===== config.mk =====
export PLATFORM = sky130hd
export DESIGN_NAME = cia_timer_bank
export DESIGN_NICKNAME = d
export VERILOG_FILES = /design/src/rtl/cia_timer_bank.sv
export SDC_FILE = /design/constraint.sdc
export NUM_CORES = 1
export LEC_CHECK = 0
export BUFFER_PORTS_ARGS = -buffer_cell sky130_fd_sc_hd__buf_2
export CAP_MARGIN = 20
export CORE_MARGIN = 8
export CORE_UTILIZATION = 48
export DETAILED_ROUTE_END_ITERATION = 8
export PLACE_DENSITY = 0.69
export SYNTH_ARGS = -nofsm -noshare
export SYNTH_HDL_FRONTEND = slang
export SYNTH_SLANG_ARGS = --single-unit

===== constraint.sdc =====
create_clock -name clk -period 2.75 [get_ports clk]
set_input_delay 0.275 -clock clk [delete_from_list [all_inputs] [get_ports clk]]
set_output_delay 0.275 -clock clk [all_outputs]
set_load 0.05 [all_outputs]

===== src/rtl/cia_timer_bank.sv =====
// cia_timer_bank: bank of CIA-style 16-bit-class down counters with reload
// latches, per-timer pulse/toggle outputs and a masked interrupt flag register.
// Ports: clk/res (sync, active-high); phi2_p tick strobe; phi2_n/cs_n/rw/rs
// bus cycle with db_in write data and registered db_out; cnt_in external
// count input; tmr_out per-timer output; irq_n active-low interrupt.
// Define CIA_TIMER_CASCADE_EN to enable timer-to-timer cascade input selects.
module cia_timer_bank #(
    parameter int NUM_TIMERS  = 2,
    parameter int TIMER_WIDTH = 16
) (
    input  logic                  clk,
    input  logic                  res,
    input  logic                  phi2_p,
    input  logic                  phi2_n,
    input  logic                  cs_n,
    input  logic                  rw,
    input  logic [5:0]            rs,
    input  logic [7:0]            db_in,
    output logic [7:0]            db_out,
    input  logic                  cnt_in,
    output logic [NUM_TIMERS-1:0] tmr_out,
    output logic                  irq_n
);
    localparam int NT = NUM_TIMERS;
    localparam int NB = TIMER_WIDTH / 8;
    localparam logic [TIMER_WIDTH-1:0] ONE = TIMER_WIDTH'(1);
`ifdef CIA_TIMER_CASCADE_EN
    localparam logic CASC = 1'b1;
`else
    localparam logic CASC = 1'b0;
`endif

    logic [NT-1:0][TIMER_WIDTH-1:0] latch;
    logic [NT-1:0][TIMER_WIDTH-1:0] cnt;
    logic [NT-1:0][TIMER_WIDTH-1:0] lat_nxt;
    logic [NT-1:0][1:0]             sel;
    logic [NT-1:0] start, oe, tog, os, force_ld, tff, flags, mask;
    logic [NT-1:0] ev, uf, top_wr;
    logic          cnt_prev;
    logic          wr_en, rd_en, icr_rd;
    logic [7:0]    rdata;
    logic [6:0]    flags7;

    assign wr_en  = phi2_n & ~cs_n & ~rw;
    assign rd_en  = phi2_n & ~cs_n & rw;
    assign icr_rd = rd_en & (rs == 6'h28);
    assign flags7 = 7'(flags);

    // Counter bytes read live; bytes beyond the timer width fall through to 0.
    always_comb begin
        rdata = 8'h00;
        for (int i = 0; i < NT; i++) begin
            for (int b = 0; b < NB; b++) begin
                if (rs == 6'(4 * i + b))
                    rdata = cnt[i][8*b +: 8];
            end
            if (rs == 6'(32 + i))
                rdata = {1'b0, sel[i], 1'b0, os[i], tog[i], oe[i], start[i]};
        end
        if (rs == 6'h28)
            rdata = {~irq_n, flags7};
    end

    // Latch with the byte being written merged in, so a top-byte write can
    // copy the complete new value into an idle counter in the same cycle.
    always_comb begin
        lat_nxt = latch;
        top_wr  = '0;
        for (int i = 0; i < NT; i++) begin
            for (int b = 0; b < NB; b++) begin
                if (wr_en && rs == 6'(4 * i + b)) begin
                    lat_nxt[i][8*b +: 8] = db_in;
                    top_wr[i]            = (b == NB - 1);
                end
            end
        end
    end

    // Count events; cascade underflows ripple from timer i-1 within one tick.
    // Timer 0 has no predecessor, so its chain input is held at 0.
    always_comb begin
        logic up;
        up = 1'b0;
        ev = '0;
        uf = '0;
        for (int i = 0; i < NT; i++) begin
            case (sel[i])
                2'b00:   ev[i] = 1'b1;
                2'b01:   ev[i] = cnt_in & ~cnt_prev;
                2'b10:   ev[i] = CASC & up;
                default: ev[i] = CASC & up & cnt_in;
            endcase
            uf[i] = phi2_p & start[i] & ev[i] & (cnt[i] == '0);
            up    = uf[i];
        end
    end

    always_ff @(posedge clk) begin
        if (res) begin
            latch    <= '1;
            cnt      <= '0;
            sel      <= '0;
            start    <= '0;
            oe       <= '0;
            tog      <= '0;
            os       <= '0;
            force_ld <= '0;
            tff      <= '0;
            flags    <= '0;
            mask     <= '0;
            cnt_prev <= 1'b0;
            db_out   <= 8'h00;
            tmr_out  <= '0;
            irq_n    <= 1'b1;
        end else begin
            if (phi2_p) begin
                cnt_prev <= cnt_in;
                // An ICR read in this tick releases irq for one tick even if
                // a new flag lands now; that flag reasserts on the next tick.
                irq_n    <= icr_rd | ~|(flags & mask);
                force_ld <= '0;
                for (int i = 0; i < NT; i++) begin
                    // Toggle mode shows the flip-flop as it entered the tick.
                    tmr_out[i] <= oe[i] & (tog[i] ? tff[i] : uf[i]);
                    if (force_ld[i] | uf[i])
                        cnt[i] <= latch[i];
                    else if (start[i] & ev[i])
                        cnt[i] <= cnt[i] - ONE;
                    if (uf[i]) begin
                        tff[i] <= ~tff[i];
                        if (os[i])
                            start[i] <= 1'b0;
                    end
                end
            end

            flags <= (icr_rd ? '0 : flags) | uf;
            latch <= lat_nxt;

            for (int i = 0; i < NT; i++) begin
                if (top_wr[i] & ~start[i])
                    cnt[i] <= lat_nxt[i];
                if (wr_en && rs == 6'(32 + i)) begin
                    start[i] <= db_in[0];
                    oe[i]    <= db_in[1];
                    tog[i]   <= db_in[2];
                    os[i]    <= db_in[3];
                    sel[i]   <= db_in[6:5];
                    if (db_in[4])
                        force_ld[i] <= 1'b1;
                    if (db_in[0] & ~start[i])
                        tff[i] <= 1'b1;
                end
            end

            if (wr_en && rs == 6'h28)
                mask <= db_in[7] ? (mask | db_in[NT-1:0])
                                 : (mask & ~db_in[NT-1:0]);

            if (rd_en)
                db_out <= rdata;
        end
    end

endmodule

==> results.tsv <==
metric	value	unit
status	complete, no violations	
post-CTS setup buffers	0	
Final Max Tran Viols	0	
post-synth top area share	35.8	%
commonest non-fill, non-tap cell in the layout	dfxtp_1	
Rel. slew slack	45.9	%
initial core utilization	49.3	%
sequential area share after synthesis	35.8	%
worst path cell trace	nand2b_1 -> a2111o_1 -> a211o_2 -> nor2_1 -> a221o_1	
final WL	17.5	mm
residual DRC count	0	
yosys warns	0	
crit path max-delay cell type	nor2_1	
CP arrival	2.87	ns
post-synthesis cell area	0.00537	mm^2
TritonCTS clock tree	done	
Final GP Congestion	0.946	
Total GRT Usage	24.2	%
largest net degree at the start of global routing	32	
DP HPWL	12.5	mm
setup ws final	0.206	ns
number of synthesized flops with an enable pin	0	
first-pass GRT wire length	28.1	mm
synthesis-to-layout area growth	9.83	%
DRT Pass-1 Iters	5	
DRT iter0 DRCs	523	
row count	38	
PostCTS Resize Cnt	0	
Setup Crit Path Kind	reg -> reg	
Bufs and invs on worst path	0	
Clock transition at path regs	0.09	ns
Critical Path Fanout Max	11	
Synth Instances	654	
I/O Buffers	31	
slowest stage delay, CP	0.63	ns
pre-CTS setup slack	0.240	ns
WHS	0.146	ns
RSZ-0062 raised after global routing	no	
synth unique cells	68	
Nets	697	
H-tree level count	3	
CTS buffer count	9	
DP Area	0.00568	mm^2
Worst-Margin Slew	0.809	ns
ys async rst share	0	%
crit end category	flip-flop	
Setup TNS Final	0	ns
top_reg_cell synth	dfxtp_1	
Leak	2.26	nW
core area	0.0109	mm^2
Clock Latency Late Sink	0.38	ns
I/O pin count	32	
Hold Buf Count CTS	0	
Post-Syn Nets	679	
Syn Area/Cell	8.22	um^2
die height	122	um
final core utilization	54.2	%
Sink Count	96	
via-per-instance ratio	6.57	
Die ar.	0.0148	mm^2
Synth Register Bits	96	
maximum vdd ir drop	0.232	mV
share of cells above drive strength 1	13.0	%
Final Cell Area	0.00590	mm^2
Final Hold Vio Count	0	
Top delay family on crit path	compound AO/OA/AOI/OAI gates	
max-capacitance violation count	0	
FMAX	393	MHz
DR WL/cell	21.4	um
initial antenna violation count	0	
post-route clock period utilization	92.5	%
worst path required time	3.08	ns
Final Critical Period	2.54	ns
vias in the first global route	5142	
P per Cell Area	449	mW/mm^2
final setup vio count	0	
most frequent cells in the layout	dfxtp_1 (96), nand2_1 (84), nor2_1 (48)	
CP Launch Type	flip-flop	
die width	122	um
global route overflow	0	
Root Buffer	clkbuf_8	
vias	5370	
leading post-synthesis cells by cell area	dfxtp_1 (36%), nand2_1 (5.9%), mux2i_1 (4.7%), nand3_1 (3.8%), a21oi_1 (3.4%)	
Worst Hold Class	in -> reg	
diode count	0	
ANT nets after route	0	
clock buffer depth	2	
Setup Skew	0.00979	ns
cell type with the largest total area after synthesis	dfxtp_1	
## cells by family after synthesis
family / synth area share (%)
buffers and inverters: 5.01
XOR/XNOR: 3.10
flip-flops: 35.8
multiplexers: 4.87
adder cells (fa/ha/maj): 0.932
AO/OA/AOI/OAI: 23.7
AND/OR/NAND/NOR: 26.6
## worst reg2reg max path, stage by stage (launching register included)
cell and delay (ns):
dfxtp_1 0.32, nand2b_1 0.26, a2111o_1 0.63, a211o_2 0.39, nor2_1 0.63, a221o_1 0.27
## layer usage
layer | vias to the layer above | wire (um) | global-route usage [%]
li1 | 2503 | - | -
met1 | 2561 | 7730 | 33.0
met2 | 267 | 7630 | 35.5
met3 | 39 | 1570 | 4.81
met4 | 0 | 544 | 12.5
met5 | - | 0 | 0
## worst paths after layout
path                                  from         end  slack (ns)  cells past startpoint
worst max-delay path              cnt_prev     cnt[30]        0.21                      5
worst min-delay path                cnt_in    cnt_prev        0.15                      3
worst max register to register    cnt_prev     cnt[30]        0.21                      5
worst min register to register  tmr_out[1]  tmr_out[1]        0.47                      2
## state kept, by name, indices dropped and copies added (netlist names), 4 cells and up, named ones only
| name | count |
|---|---|
| db_out | 8 |
| latch | 32 |
| cnt | 32 |
| sel | 4 |
## stage by stage
| step | instances | power, mW |
|---|---|---|
| 6_report | 817 | 2.65 |
| 5_1_grt | 817 | 2.73 |
| 4_1_cts | 817 | 2.66 |
| 3_5_place_dp | 801 | 1.63 |
| 3_3_place_gp | 801 | 1.62 |
| 2_1_floorplan | 654 | 1.55 |
## synthesized netlist by cell type, drive strengths merged (5+ instances only)
cell,n
or3,10
xnor2,12
a21oi,36
o31ai,11
xor2,7
o221ai,7
o32ai,11
mux2i,25
a221oi,9
a22oi,9
nor4,10
a221o,12
inv,10
nand3,41
a21o,8
dfxtp,96
a211oi,7
and2,7
nand4,24
o22ai,8
a211o,5
buf,13
o21ai,12
clkbuf,38
and3,5
nand2b,6
a31oi,9
nor2,49
nand2,84
nor3,24
## cell type report
| cell class | count | area [um^2] |
|---|---|---|
| fillers | 1042 | 4990 |
| multi-input cells | 497 | 3190 |
| flip-flops and latches | 96 | 1920 |
| repair buffers | 58 | 358 |
| well taps | 140 | 175 |
| clock buffers | 12 | 145 |
| clock inverters | 4 | 76.3 |
| inverters | 10 | 37.5 |
## report_power, final
group	switching, mW	internal [mW]
sequential	0.00517	1.39
clock	0.506	0.542
combinational	0.144	0.0554
total	0.655	1.99
Note: power is estimated with default switching activity, not from simulation.
